File: config.mk
export PLATFORM = sky130hd
export DESIGN_NAME = datamemory_arbiter_flat
export DESIGN_NICKNAME = d
export VERILOG_FILES = /design/src/rtl/datamemory_arbiter_if.sv /design/src/rtl/datamemory_arbiter.sv /design/src/flat_wrapper.sv
export SDC_FILE = /design/constraint.sdc
export NUM_CORES = 1
export LEC_CHECK = 0
export ABC_AREA = 0
export ABC_CLOCK_PERIOD_IN_PS = 5100
export CAP_MARGIN = 25
export CORE_ASPECT_RATIO = 1.1
export CORE_MARGIN = 8
export CORE_UTILIZATION = 43
export DETAILED_ROUTE_END_ITERATION = 10
export PLACE_DENSITY = 0.89
export SLEW_MARGIN = 20
export SYNTH_ARGS = -nofsm -noshare
export SYNTH_HDL_FRONTEND = slang
export SYNTH_SLANG_ARGS = --single-unit
File: constraint.sdc
create_clock -name clock -period 5.1 [get_ports clock]
set_clock_uncertainty 0.05 [all_clocks]
set_input_delay 0.51 -clock clock [delete_from_list [all_inputs] [get_ports clock]]
set_output_delay 0.51 -clock clock [all_outputs]
set_load 0.005 [all_outputs]
File: src/rtl/datamemory_arbiter_if.sv
// datamemory_arbiter_if
//   Bundles every bus signal of the data-memory arbiter: the two requester
//   ports (valid/ready request channel plus a one-cycle response strobe) and
//   the word-wide data-memory interface.
//   slave  : seen from the arbiter (takes requests, drives the memory).
//   master : seen from the environment (requesters plus the memory model).
interface datamemory_arbiter_if;
  logic        req0_valid;
  logic        req0_ready;
  logic        req0_write;
  logic [31:0] req0_addr;
  logic [31:0] req0_wdata;
  logic        resp0_valid;
  logic [31:0] resp0_rdata;
  logic        resp0_err;

  logic        req1_valid;
  logic        req1_ready;
  logic        req1_write;
  logic [31:0] req1_addr;
  logic [31:0] req1_wdata;
  logic        resp1_valid;
  logic [31:0] resp1_rdata;
  logic        resp1_err;

  logic [31:0] mem_address;
  logic [31:0] mem_writedata;
  logic        mem_memwrite;
  logic        mem_memread;
  logic [31:0] mem_readdata;

  modport slave (
    input  req0_valid, req0_write, req0_addr, req0_wdata,
    output req0_ready, resp0_valid, resp0_rdata, resp0_err,
    input  req1_valid, req1_write, req1_addr, req1_wdata,
    output req1_ready, resp1_valid, resp1_rdata, resp1_err,
    output mem_address, mem_writedata, mem_memwrite, mem_memread,
    input  mem_readdata
  );

  modport master (
    output req0_valid, req0_write, req0_addr, req0_wdata,
    input  req0_ready, resp0_valid, resp0_rdata, resp0_err,
    output req1_valid, req1_write, req1_addr, req1_wdata,
    input  req1_ready, resp1_valid, resp1_rdata, resp1_err,
    input  mem_address, mem_writedata, mem_memwrite, mem_memread,
    output mem_readdata
  );
endinterface

File: src/rtl/datamemory_arbiter.sv
// datamemory_arbiter
//   Shares one big-endian, byte-addressed, 32-bit-word data memory between
//   the CPU load/store unit (port 0) and the debug/DMA loader (port 1).
//   Requests are accepted one at a time with round-robin arbitration,
//   checked for alignment and range, then either run on the memory for
//   MEM_LATENCY cycles or turned straight into an error response.
// Ports
//   clock : system clock, rising edge active
//   reset : synchronous, active-high
//   bus   : datamemory_arbiter_if.slave (request/response ports 0 and 1,
//           memory Address/WriteData/MemWrite/MemRead/ReadData)
module datamemory_arbiter #(
  parameter int MEM_BYTES   = 8192,
  parameter int MEM_LATENCY = 1
) (
  input logic                 clock,
  input logic                 reset,
  datamemory_arbiter_if.slave bus
);

  localparam int              CntW    = $clog2(MEM_LATENCY + 1);
  localparam logic [CntW-1:0] CntInit = CntW'(MEM_LATENCY);
  localparam logic [CntW-1:0] CntOne  = CntW'(1);
  localparam logic [31:0]     MaxAddr = 32'(MEM_BYTES - 4);

  typedef enum logic [1:0] {IDLE, ACCESS, ERROR, RESP} state_t;

  state_t          state_q, state_d;
  logic            lastGrant_q, lastGrant_d;
  logic            port_q, port_d;
  logic            write_q, write_d;
  logic [31:0]     addr_q, addr_d;
  logic [31:0]     wdata_q, wdata_d;
  logic [31:0]     rdata_q, rdata_d;
  logic            err_q, err_d;
  logic [CntW-1:0] cnt_q, cnt_d;

  logic        grant0, grant1, accept, badAddr;
  logic        selWrite;
  logic [31:0] selAddr, selWdata;
  logic        inAccess, inResp;

  // Round-robin grant: lastGrant_q names the port served most recently, so a
  // tie goes to the other one. Reset leaves it at port 1 so port 0 wins first.
  // Ready is held low during reset so every output reads 0 while it is held.
  always_comb begin
    grant0   = bus.req0_valid & (~bus.req1_valid | lastGrant_q);
    grant1   = bus.req1_valid & ~grant0;
    accept   = (state_q == IDLE) & ~reset & (grant0 | grant1);
    selWrite = grant1 ? bus.req1_write : bus.req0_write;
    selAddr  = grant1 ? bus.req1_addr  : bus.req0_addr;
    selWdata = grant1 ? bus.req1_wdata : bus.req0_wdata;
    // Unsigned compare, so addresses near 2^32 are rejected rather than wrapped.
    badAddr  = (selAddr[1:0] != 2'b00) | (selAddr > MaxAddr);
  end

  // State register and request latches.
  always_ff @(posedge clock) begin
    if (reset) begin
      state_q     <= IDLE;
      lastGrant_q <= 1'b1;
      port_q      <= 1'b0;
      write_q     <= 1'b0;
      addr_q      <= '0;
      wdata_q     <= '0;
      rdata_q     <= '0;
      err_q       <= 1'b0;
      cnt_q       <= '0;
    end else begin
      state_q     <= state_d;
      lastGrant_q <= lastGrant_d;
      port_q      <= port_d;
      write_q     <= write_d;
      addr_q      <= addr_d;
      wdata_q     <= wdata_d;
      rdata_q     <= rdata_d;
      err_q       <= err_d;
      cnt_q       <= cnt_d;
    end
  end

  // Next-state logic. rdata_q is cleared on accept so stores and errors
  // answer with 0; only a load that finishes ACCESS overwrites it.
  always_comb begin
    state_d     = state_q;
    lastGrant_d = lastGrant_q;
    port_d      = port_q;
    write_d     = write_q;
    addr_d      = addr_q;
    wdata_d     = wdata_q;
    rdata_d     = rdata_q;
    err_d       = err_q;
    cnt_d       = cnt_q;
    unique case (state_q)
      IDLE: begin
        if (accept) begin
          lastGrant_d = grant1;
          port_d      = grant1;
          write_d     = selWrite;
          addr_d      = selAddr;
          wdata_d     = selWdata;
          rdata_d     = '0;
          err_d       = 1'b0;
          cnt_d       = CntInit;
          state_d     = badAddr ? ERROR : ACCESS;
        end
      end
      ACCESS: begin
        if (cnt_q == CntOne) begin
          if (!write_q) begin
            rdata_d = bus.mem_readdata;
          end
          state_d = RESP;
        end else begin
          cnt_d = cnt_q - CntOne;
        end
      end
      ERROR: begin
        err_d   = 1'b1;
        state_d = RESP;
      end
      RESP: begin
        state_d = IDLE;
      end
      default: begin
        state_d = IDLE;
      end
    endcase
  end

  assign inAccess = (state_q == ACCESS);
  assign inResp   = (state_q == RESP);

  assign bus.req0_ready    = accept & grant0;
  assign bus.req1_ready    = accept & grant1;

  assign bus.mem_address   = inAccess ? addr_q  : '0;
  assign bus.mem_writedata = inAccess ? wdata_q : '0;
  assign bus.mem_memwrite  = inAccess &  write_q;
  assign bus.mem_memread   = inAccess & ~write_q;

  assign bus.resp0_valid   = inResp & ~port_q;
  assign bus.resp0_rdata   = (inResp & ~port_q) ? rdata_q : '0;
  assign bus.resp0_err     = inResp & ~port_q & err_q;
  assign bus.resp1_valid   = inResp & port_q;
  assign bus.resp1_rdata   = (inResp & port_q) ? rdata_q : '0;
  assign bus.resp1_err     = inResp & port_q & err_q;

endmodule

File: src/flat_wrapper.sv
// flat-port wrapper written by rule: the top's interface ports become plain ports
module datamemory_arbiter_flat 
#(
  parameter int MEM_BYTES   = 8192,
  parameter int MEM_LATENCY = 1
)
  (clock, reset, bus_req0_valid, bus_req0_write, bus_req0_addr, bus_req0_wdata, bus_req0_ready, bus_resp0_valid, bus_resp0_rdata, bus_resp0_err, bus_req1_valid, bus_req1_write, bus_req1_addr, bus_req1_wdata, bus_req1_ready, bus_resp1_valid, bus_resp1_rdata, bus_resp1_err, bus_mem_address, bus_mem_writedata, bus_mem_memwrite, bus_mem_memread, bus_mem_readdata);
  datamemory_arbiter_if bus_i ();
  input logic clock;
  input logic reset;
  input wire logic [$bits(bus_i.req0_valid)-1:0] bus_req0_valid;
  input wire logic [$bits(bus_i.req0_write)-1:0] bus_req0_write;
  input wire logic [$bits(bus_i.req0_addr)-1:0] bus_req0_addr;
  input wire logic [$bits(bus_i.req0_wdata)-1:0] bus_req0_wdata;
  output wire logic [$bits(bus_i.req0_ready)-1:0] bus_req0_ready;
  output wire logic [$bits(bus_i.resp0_valid)-1:0] bus_resp0_valid;
  output wire logic [$bits(bus_i.resp0_rdata)-1:0] bus_resp0_rdata;
  output wire logic [$bits(bus_i.resp0_err)-1:0] bus_resp0_err;
  input wire logic [$bits(bus_i.req1_valid)-1:0] bus_req1_valid;
  input wire logic [$bits(bus_i.req1_write)-1:0] bus_req1_write;
  input wire logic [$bits(bus_i.req1_addr)-1:0] bus_req1_addr;
  input wire logic [$bits(bus_i.req1_wdata)-1:0] bus_req1_wdata;
  output wire logic [$bits(bus_i.req1_ready)-1:0] bus_req1_ready;
  output wire logic [$bits(bus_i.resp1_valid)-1:0] bus_resp1_valid;
  output wire logic [$bits(bus_i.resp1_rdata)-1:0] bus_resp1_rdata;
  output wire logic [$bits(bus_i.resp1_err)-1:0] bus_resp1_err;
  output wire logic [$bits(bus_i.mem_address)-1:0] bus_mem_address;
  output wire logic [$bits(bus_i.mem_writedata)-1:0] bus_mem_writedata;
  output wire logic [$bits(bus_i.mem_memwrite)-1:0] bus_mem_memwrite;
  output wire logic [$bits(bus_i.mem_memread)-1:0] bus_mem_memread;
  input wire logic [$bits(bus_i.mem_readdata)-1:0] bus_mem_readdata;
  assign bus_i.req0_valid = bus_req0_valid;
  assign bus_i.req0_write = bus_req0_write;
  assign bus_i.req0_addr = bus_req0_addr;
  assign bus_i.req0_wdata = bus_req0_wdata;
  assign bus_req0_ready = bus_i.req0_ready;
  assign bus_resp0_valid = bus_i.resp0_valid;
  assign bus_resp0_rdata = bus_i.resp0_rdata;
  assign bus_resp0_err = bus_i.resp0_err;
  assign bus_i.req1_valid = bus_req1_valid;
  assign bus_i.req1_write = bus_req1_write;
  assign bus_i.req1_addr = bus_req1_addr;
  assign bus_i.req1_wdata = bus_req1_wdata;
  assign bus_req1_ready = bus_i.req1_ready;
  assign bus_resp1_valid = bus_i.resp1_valid;
  assign bus_resp1_rdata = bus_i.resp1_rdata;
  assign bus_resp1_err = bus_i.resp1_err;
  assign bus_mem_address = bus_i.mem_address;
  assign bus_mem_writedata = bus_i.mem_writedata;
  assign bus_mem_memwrite = bus_i.mem_memwrite;
  assign bus_mem_memread = bus_i.mem_memread;
  assign bus_i.mem_readdata = bus_mem_readdata;
  datamemory_arbiter #(.MEM_BYTES(MEM_BYTES), .MEM_LATENCY(MEM_LATENCY)) u_core (.clock(clock), .reset(reset), .bus(bus_i));
endmodule
Word-level counts from Yosys, hierarchy flattened. Cells that the tools add are included. W data, S select, Z words.

Register bits: 103. Bits in latches: 0. RAM bits: 0. Bits in read-only memories: 0. Bits of input ports: 166. Output and inout port bits: 136. Memories: 0.

$add $sub $neg: 1. Multipliers: 0. Div/mod/pow operators: 0. $lt $le $gt $ge: 1. Equal/unequal tests: 6. Shifts and indexed selects: 0. Mux-type cells: 20. Bitwise logic cells: 20. Reduce and logical (&&, ||, !) cells: 9.

Operator list (count): $mux W32 (9); $pmux W32 S2 (1); $gt A32 B13 Y1 const B (1); $and A1 B1 Y1 (12); $pmux W2 S4 (1); $reduce_and A2 Y1 (4); $mux W2 (3); $reduce_bool A2 Y1 (3); $not A1 Y1 (5); $eq A2 B2 Y1 const B (2); $mux W1 (4); $ne A2 B1 Y1 const B (2); $pmux W1 S2 (2); $reduce_and A4 Y1 (1); $or A1 B1 Y1 (3); $eq A2 B1 Y1 const B (1); $logic_not A2 Y1 (1); $ne A2 B2 Y1 const B (1); $sub A1 B1 Y1 const B (1).

Logic depth before layout (Yosys ltp). Gate-level depths: netlist of the first run.

Depth after elaboration: 11. Depth in mapped cells: 9. Depth with buffers taken out: 6.

Worst setup path after synthesis of the first run. OpenSTA, ideal clock, no wires.

Path kind: register to output. Start: register u_core.state_q[0]. End: output port bus_req0_ready. Arrival time: 1.432 ns. Path slack: 3.108 ns. Stages on the path, launching flop included: 8. Path buffers: 2. Path through: dfxtp_1 -> inv_1 -> ha_1 -> nand2b_4 -> or2_1 -> buf_4 -> clkbuf_1 -> nor2_1.

Cells in the longest elaborated chain, start to end: 4.

RTL lines: start, declared (line datamemory_arbiter.sv:28) `state_t state_q, state_d;`; start signal, assigned (line datamemory_arbiter.sv:70) `state_q <= state_d;`; $logic_not A2 Y1 (line datamemory_arbiter.sv:49) `accept = (state_q == IDLE) & ~reset & (grant0 | grant1);`; $and A1 B1 Y1 (2 in a row) (line datamemory_arbiter.sv:49); $and A1 B1 Y1 (line datamemory_arbiter.sv:134) `assign bus.req0_ready = accept & grant0;`; end, declared (line flat_wrapper.sv:15) `output wire logic [$bits(bus_i.req0_ready)-1:0] bus_req0_ready;`.

Every way passes these cells.

Worst setup path in the final report of the first run.
Start: register u_core.state_q[0]. End: output port bus_resp0_rdata[10].

Cells in the longest elaborated chain, start to end: 3.

RTL lines: $eq A2 B2 Y1 (line datamemory_arbiter.sv:132) `assign inResp = (state_q == RESP);`; $and A1 B1 Y1 (line datamemory_arbiter.sv:143) `assign bus.resp0_rdata = (inResp & ~port_q) ? rdata_q : '0;`; $mux W32 (line datamemory_arbiter.sv:143); end, declared (line flat_wrapper.sv:17) `output wire logic [$bits(bus_i.resp0_rdata)-1:0] bus_resp0_rdata;`.

Every way passes these cells.

==> results of run 1 <==
[stage by stage]
stage          hold slack, ns  std cells  total power (W)  utilization (%)
2_1_floorplan           0.399        651          0.00167                -
3_3_place_gp            0.412       1051          0.00202             67.6
3_5_place_dp            0.418       1052          0.00205             67.7
4_1_cts                 0.430       1067          0.00268             69.7
5_1_grt                 0.444       1068          0.00282             69.8
6_report                0.428       1068          0.00267             69.8
[final cells by class]
class | count | area, um^2 | area share [%]
Clock buffer | 12 | 236 | 2.68
Clock inverter | 3 | 18.8 | 0.213
Inverter | 4 | 15.0 | 0.170
Multi-Input combinational cell | 477 | 3200 | 36.2
Sequential cell | 103 | 2060 | 23.3
Tap cell | 157 | 196 | 2.22
Timing Repair Buffer | 312 | 3110 | 35.2
[worst register-to-register path: stages (launching register included)]
cell and delay (ns):
dfxtp_1 0.38, inv_1 0.11, ha_1 0.29, nand2b_4 0.12, or2_4 0.60, buf_4 0.63
nand3b_1 0.19, o21ai_1 0.11
[final timing paths]
| check | start | end | slack, ns | cells after the start |
|---|---|---|---|---|
| worst max-delay path | u_core.state_q[0]$_SDFFE_PP0P_ | bus_resp0_rdata[10] | 1.77 | 5 |
| worst min-delay path | u_core.wdata_q[25]$_SDFFE_PP0P_ | u_core.wdata_q[25]$_SDFFE_PP0P_ | 0.43 | 2 |
| worst max register to register | u_core.state_q[0]$_SDFFE_PP0P_ | u_core.wdata_q[17]$_SDFFE_PP0P_ | 2.56 | 7 |
| worst min register to register | u_core.wdata_q[25]$_SDFFE_PP0P_ | u_core.wdata_q[25]$_SDFFE_PP0P_ | 0.43 | 2 |
[registers in the layout, summed over array words and instances, names as in the netlist]
signal / flops
u_core.write_q: 1
u_core.rdata_q: 32
u_core.err_q: 1
u_core.state_q: 2
u_core.addr_q: 32
u_core.cnt_q: 1
u_core.lastGrant_q: 1
u_core.wdata_q: 32
u_core.port_q: 1
[logic make-up (layout without fill, tap and decap cells)]
family,Yosys count,after routing
AND/OR/NAND/NOR,265,265
AO/OA/AOI/OAI,142,142
flip-flops,103,103
buffers and inverters,71,331
multiplexers,65,65
adder cells (fa/ha/maj),5,5
[cell usage in the layout, fill, tap and decap left out, types with 2 or more instances in the layout]
cell type	instances
nor2b_1	3
nand3b_1	66
mux2i_1	65
clkbuf_1	3
nor2b_2	2
ha_1	4
buf_4	9
nor4_1	8
a21oi_1	34
inv_1	4
o21ai_0	28
and2_1	99
nand2b_1	3
nand2_1	2
clkbuf_16	9
nand4_1	34
buf_8	2
nor4b_1	2
clkinv_2	2
and3_1	33
clkdlybuf4s50_1	300
nor2_1	10
dfxtp_1	103
o21ai_1	71
[metal layers]
metal,up-vias,routed length (um)
li1,2824,-
met1,2652,7810
met2,236,9640
met3,18,1680
met4,0,276
met5,-,0
[cells in the mapped netlist, types with 2 or more instances]
master / count / share of area [%]
dfxtp_1: 103 / 37
and2_1: 99 / 11
o21ai_1: 71 / 6.4
nand3b_1: 66 / 8.9
mux2i_1: 65 / 12
clkbuf_1: 39 / 2.6
a21oi_1: 34 / 3.0
nand4_1: 34 / 3.8
and3_1: 33 / 3.7
o21ai_0: 28 / 2.5
buf_2: 12 / 1.1
nor2_1: 10 / 0.67
nor4_1: 8 / 0.89
buf_6: 7 / 1.4
buf_4: 5 / 0.67
ha_1: 5 / 1.1
nor2b_1: 5 / 0.56
inv_1: 4 / 0.27
clkbuf_2: 3 / 0.27
nand2b_1: 3 / 0.34
nand2_1: 2 / 0.13
nor4b_1: 2 / 0.31
[power groups by stage]
stage	combinational (W)	clock (W)	sequential [W]
floorplan	0.000620	0	0.00105
global placement	0.000935	0	0.00108
detailed placement	0.000960	0	0.00109
CTS	0.000965	0.000636	0.00108
global route	0.00106	0.000668	0.00110
finish	0.000971	0.000622	0.00108
==> impl_metrics.py, run 1 <==
metrics = {
    "outcome": {
        "status": "finished clean",
    },
    "global_route": {
        "gr-total-overflow": 0,
        "grt_use_met2_pct": 38.1,
        "gr-usage-met1_pct": 24.2,
        "grt_use_total_pct": 21.6,
        "first_global_vias": 5648,
        "antenna_found_initial": 0,
        "top_usage_layer": "met2",
        "met3_usage_pct": 7.20,
        "grt_pass1_wl_um": 29700,
        "grt_max_degree": 106,
    },
    "finish": {
        "final_cell_area_mm2": 0.00883,
        "antenna_cells": 0,
        "final_nets": 1078,
        "area_delta_synth_final_pct": 57.9,
        "num-fill-cells": 1033,
        "drive_gt1_share_pct": 3.51,
    },
    "power": {
        "power-per-cell-area_mw_per_mm2": 302,
        "pwr-share-clk_pct": 23.3,
        "leakagePower_nw": 3.30,
        "pwr-share-seq_pct": 40.3,
        "internal_power_w": 0.00175,
        "swShare_pct": 34.4,
        "p_sw_w": 0.000919,
        "combPwrFrac_pct": 36.4,
        "ir_drop_v": 0.000206,
    },
    "drt": {
        "wire_per_inst_um": 18.2,
        "firstDrtPassIters": 5,
        "drt-vias-per-instance": 5.37,
        "final_antenna_net_count": 0,
        "via_count": 5730,
        "drt_iter0_drc": 586,
        "wl_um": 19400,
        "drc": 0,
    },
    "sta": {
        "fin_crit_sh_pct": 65.2,
        "finalSetupViolations": 0,
        "tightest_slew_ns": 0.994,
        "final-hold-violation-count": 0,
        "slew_violations": 0,
        "slew_headroom_pct": 33.8,
        "rsz0062_at_grt": "no",
        "setup_tns_ns": 0,
        "fmax_mhz": 301,
        "finalCriticalPeriod_ns": 3.33,
        "setup_ws_ns": 1.77,
    },
    "job": {
        "maxCapViolCount": 0,
    },
    "synth": {
        "synth-compound-area-share_pct": 13.2,
        "synthAdderAreaFrac_pct": 1.12,
        "synth-simple-area-share_pct": 30.8,
        "ys_seq_elements": 103,
        "synth_ff_type": "dfxtp_1",
        "syn_area_mm2": 0.00559,
        "ys.warnings.count": 0,
        "synth_edf_count": 0,
        "syn_nets": 822,
        "async_flop_share_pct": 0,
        "synthMuxAreaShare_pct": 11.6,
        "synth.distinct_cells": 35,
        "synth_top_family_by_area": "simple AND/OR/NAND/NOR gates",
        "ys_seq_area_share_pct": 36.9,
        "avgSynthCellArea_um2": 8.59,
        "synthXorXnorAreaFrac_pct": 0,
        "synthCells": 651,
    },
    "cts": {
        "clk_pin_slew_ns": 0.07,
        "htreeDepth": 3,
        "cts_buffer_depth": 2,
        "post_cts_resized": 0,
        "root_buffer": "clkbuf_16",
        "postCtsSetupBuffers": 0,
        "cts_tree": "yes",
        "clock-sinks": 103,
        "ctsHoldBuffers": 0,
        "cts_inserted_buffers": 9,
        "worst_skew_pair.late_latency_ns": 0.33,
    },
    "critical_path": {
        "startpoint_type": "flip-flop",
        "crit_family": "adder cells",
        "path_buf_inv": 2,
        "setup.worst_path.class": "reg2out",
        "endpoint_kind": "output port",
        "arrival_ns": 2.77,
        "cpMaxStageDelayCell": "ha_1",
        "required_ns": 4.54,
        "crit_chain": "ha_1 > nor2b_1 > buf_4 > and2_1 > clkdlybuf4s50_1",
        "crit_fanout": 35,
        "slowest_delay_ns": 0.83,
    },
    "placement": {
        "io_buffer_count": 301,
        "placed_area_mm2": 0.00856,
        "place_congestion": 0.785,
        "dp_hpwl_um": 14600,
        "pre_cts_slack_ns": 1.89,
    },
    "die": {
        "rows": 43,
        "die_h_um": 136,
        "io_pins": 302,
        "die_area_mm2": 0.0169,
        "core_mm2": 0.0126,
        "die_w_um": 125,
        "start_util_pct": 44.2,
    },
    "hold_path": {
        "hold_class": "reg2reg",
    },
}
Note: power is estimated with default switching activity, not from simulation.
==> inputs of run 2 (changes only) <==
--- a/config.mk
+++ b/config.mk
@@ -6,13 +6,13 @@
 export NUM_CORES = 1
 export LEC_CHECK = 0
 export ABC_AREA = 0
-export ABC_CLOCK_PERIOD_IN_PS = 5100
+export ABC_CLOCK_PERIOD_IN_PS = 2900
 export CAP_MARGIN = 25
 export CORE_ASPECT_RATIO = 1.1
 export CORE_MARGIN = 8
-export CORE_UTILIZATION = 43
+export CORE_UTILIZATION = 36
 export DETAILED_ROUTE_END_ITERATION = 10
-export PLACE_DENSITY = 0.89
+export PLACE_DENSITY = 0.8
 export SLEW_MARGIN = 20
 export SYNTH_ARGS = -nofsm -noshare
 export SYNTH_HDL_FRONTEND = slang
==> constraint.sdc (replaced) <==
create_clock -name clock -period 2.9 [get_ports clock]
set_clock_uncertainty 0.05 [all_clocks]
set_input_delay 0.29 -clock clock [delete_from_list [all_inputs] [get_ports clock]]
set_output_delay 0.29 -clock clock [all_outputs]
set_load 0.005 [all_outputs]
==> run 2 against run 1 <==
  * Critical path depth is the same
  * Global-route usage shrank 2.4 points
  * Sequential cell count is the same
  * First-iteration DRC count shrank 52%
  * Core utilization shrank 12 points
  * Clock power grew 90%
  * Critical endpoint is now bus_mem_writedata[25]
  * Largest power group unchanged
==> impl_metrics.py, run 2 (synthesis results as in run 1) <==
metrics = {
    "placement": {
        "io_buffer_count": 301,
        "place_congestion": 0.841,
        "dp_hpwl_um": 14700,
    },
    "cts": {
        "htreeDepth": 3,
        "root_buffer": "clkbuf_16",
        "clock-sinks": 103,
        "cts_inserted_buffers": 9,
        "post_cts_resized": 0,
        "worst_skew_pair.late_latency_ns": 0.34,
        "ctsHoldBuffers": 0,
        "cts_tree": "yes",
        "cts_buffer_depth": 2,
        "clk_pin_slew_ns": 0.07,
        "postCtsSetupBuffers": 0,
    },
    "critical_path": {
        "arrival_ns": 2.18,
        "required_ns": 2.56,
        "setup.worst_path.class": "reg2out",
        "crit_fanout": 41,
        "endpoint_kind": "output port",
        "startpoint_type": "flip-flop",
        "r2r_slack_ns": 0.77,
    },
    "global_route": {
        "grt_pass1_wl_um": 30600,
        "grt_use_total_pct": 19.1,
        "antenna_found_initial": 1,
        "grt_max_degree": 134,
        "first_global_vias": 5613,
        "gr-total-overflow": 0,
    },
    "die": {
        "rows": 48,
        "die_area_mm2": 0.0198,
        "io_pins": 302,
        "core_mm2": 0.0154,
        "start_util_pct": 36.2,
        "die_w_um": 135,
        "die_h_um": 147,
    },
    "drt": {
        "drc": 0,
        "wl_um": 19700,
        "wire_per_inst_um": 17.7,
        "firstDrtPassIters": 5,
        "drt-vias-per-instance": 5.12,
        "via_count": 5719,
        "drt_iter0_drc": 282,
        "final_antenna_net_count": 0,
    },
    "sta": {
        "slew_headroom_pct": 34.8,
        "finalSetupViolations": 0,
        "fin_crit_sh_pct": 87.0,
        "finalCriticalPeriod_ns": 2.52,
        "final-hold-violation-count": 0,
        "slew_violations": 0,
        "tightest_slew_ns": 0.978,
        "rsz0062_at_grt": "no",
        "fmax_mhz": 397,
        "setup_tns_ns": 0,
    },
    "finish": {
        "drive_gt1_share_pct": 4.48,
        "antenna_cells": 0,
        "reg.largest.list": "u_core.addr_q: 32 flops, u_core.rdata_q: 32 flops, u_core.wdata_q: 32 flops",
        "final_cell_mix": "clkdlybuf4s50_1, dfxtp_1, and2_1",
        "finalCoreUtilization_pct": 58.3,
        "final_nets": 1082,
        "mostFrequentLayoutCell": "clkdlybuf4s50_1",
        "area_delta_synth_final_pct": 60.9,
    },
    "power": {
        "leakagePower_nw": 3.34,
        "ir_drop_v": 0.000356,
        "power-per-cell-area_mw_per_mm2": 538,
    },
    "hold_path": {
        "hold_class": "in2reg",
    },
    "outcome": {
        "status": "finished clean",
    },
    "job": {
        "maxCapViolCount": 0,
    },
}
-- run 2: changes by cell type in the layout (fill, tap and decap cells not counted), sizes merged --
| cell | previous run | this run |
|---|---|---|
| inv | 5 | 6 |
| clkbuf | 12 | 10 |
| buf | 12 | 16 |
| clkinvlp | 0 | 2 |
-- run 2: metrics by stage --
stage | std cells | total power [W] | instance area, um^2 | hold WS [ns] | setup WS, ns
finish | 1116 | 0.00484 | 9000 | 0.367 | 0.378
global route | 1116 | 0.00516 | 9000 | 0.414 | 0.244
CTS | 1116 | 0.00490 | 9000 | 0.365 | 0.329
detailed placement | 1100 | 0.00371 | 8710 | 0.418 | 0.624
global placement | 1100 | 0.00367 | 8710 | 0.414 | 0.690
floorplan | 651 | 0.00295 | 5590 | 0.399 | 1.13
-- run 2: routing by layer --
| metal | track usage (%) | vias up | part of all wire (%) |
|---|---|---|---|
| li1 | - | 2838 | - |
| met1 | 21.9 | 2649 | 40 |
| met2 | 33.0 | 205 | 49 |
| met3 | 5.70 | 25 | 8.3 |
| met4 | 6.46 | 2 | 1.9 |
| met5 | 0 | - | 0.066 |
-- run 2: power by group --
part	internal (W)	switching [W]	total (W)
Combinational	0.000824	0.000955	0.00178
Sequential	0.00172	0.000162	0.00188
Clock	0.000618	0.000557	0.00118
-- run 2: final timing paths --
check,from,endpoint,depth (start not counted)
worst max-delay path,u_core.state_q[1]$_SDFFE_PP0P_,bus_mem_writedata[25],5
worst min-delay path,reset,u_core.lastGrant_q$_SDFFE_PP1P_,4
worst max register to register,u_core.state_q[1]$_SDFFE_PP0P_,u_core.rdata_q[5]$_SDFFE_PP0P_,8
worst min register to register,u_core.addr_q[1]$_SDFFE_PP0P_,u_core.addr_q[1]$_SDFFE_PP0P_,2
-- run 2: cell type report --
class	instances	area, um^2
tap	200	250
multi-input combinational	477	3200
clock inverter	6	52.6
clock buffer	10	239
timing repair buffer	316	3180
inverter	4	15.0
sequential	103	2060
fill	1396	6430
-- run 2: worst max-delay path, cell delays in order, from the launching register on --
cell,delay [ns]
dfxtp_1,0.34
inv_1,0.10
ha_2,0.44
buf_12,0.24
and2_1,0.15
clkdlybuf4s50_1,0.55
==> inputs of run 3 (changes only) <==
--- a/config.mk
+++ b/config.mk
@@ -12,6 +12,7 @@
 export CORE_MARGIN = 8
 export CORE_UTILIZATION = 36
 export DETAILED_ROUTE_END_ITERATION = 10
+export HOLD_SLACK_MARGIN = 0.05
 export PLACE_DENSITY = 0.8
 export SLEW_MARGIN = 20
 export SYNTH_ARGS = -nofsm -noshare
==> results of run 3 <==
Final layout, timing and power as in run 2 (identical DEF).
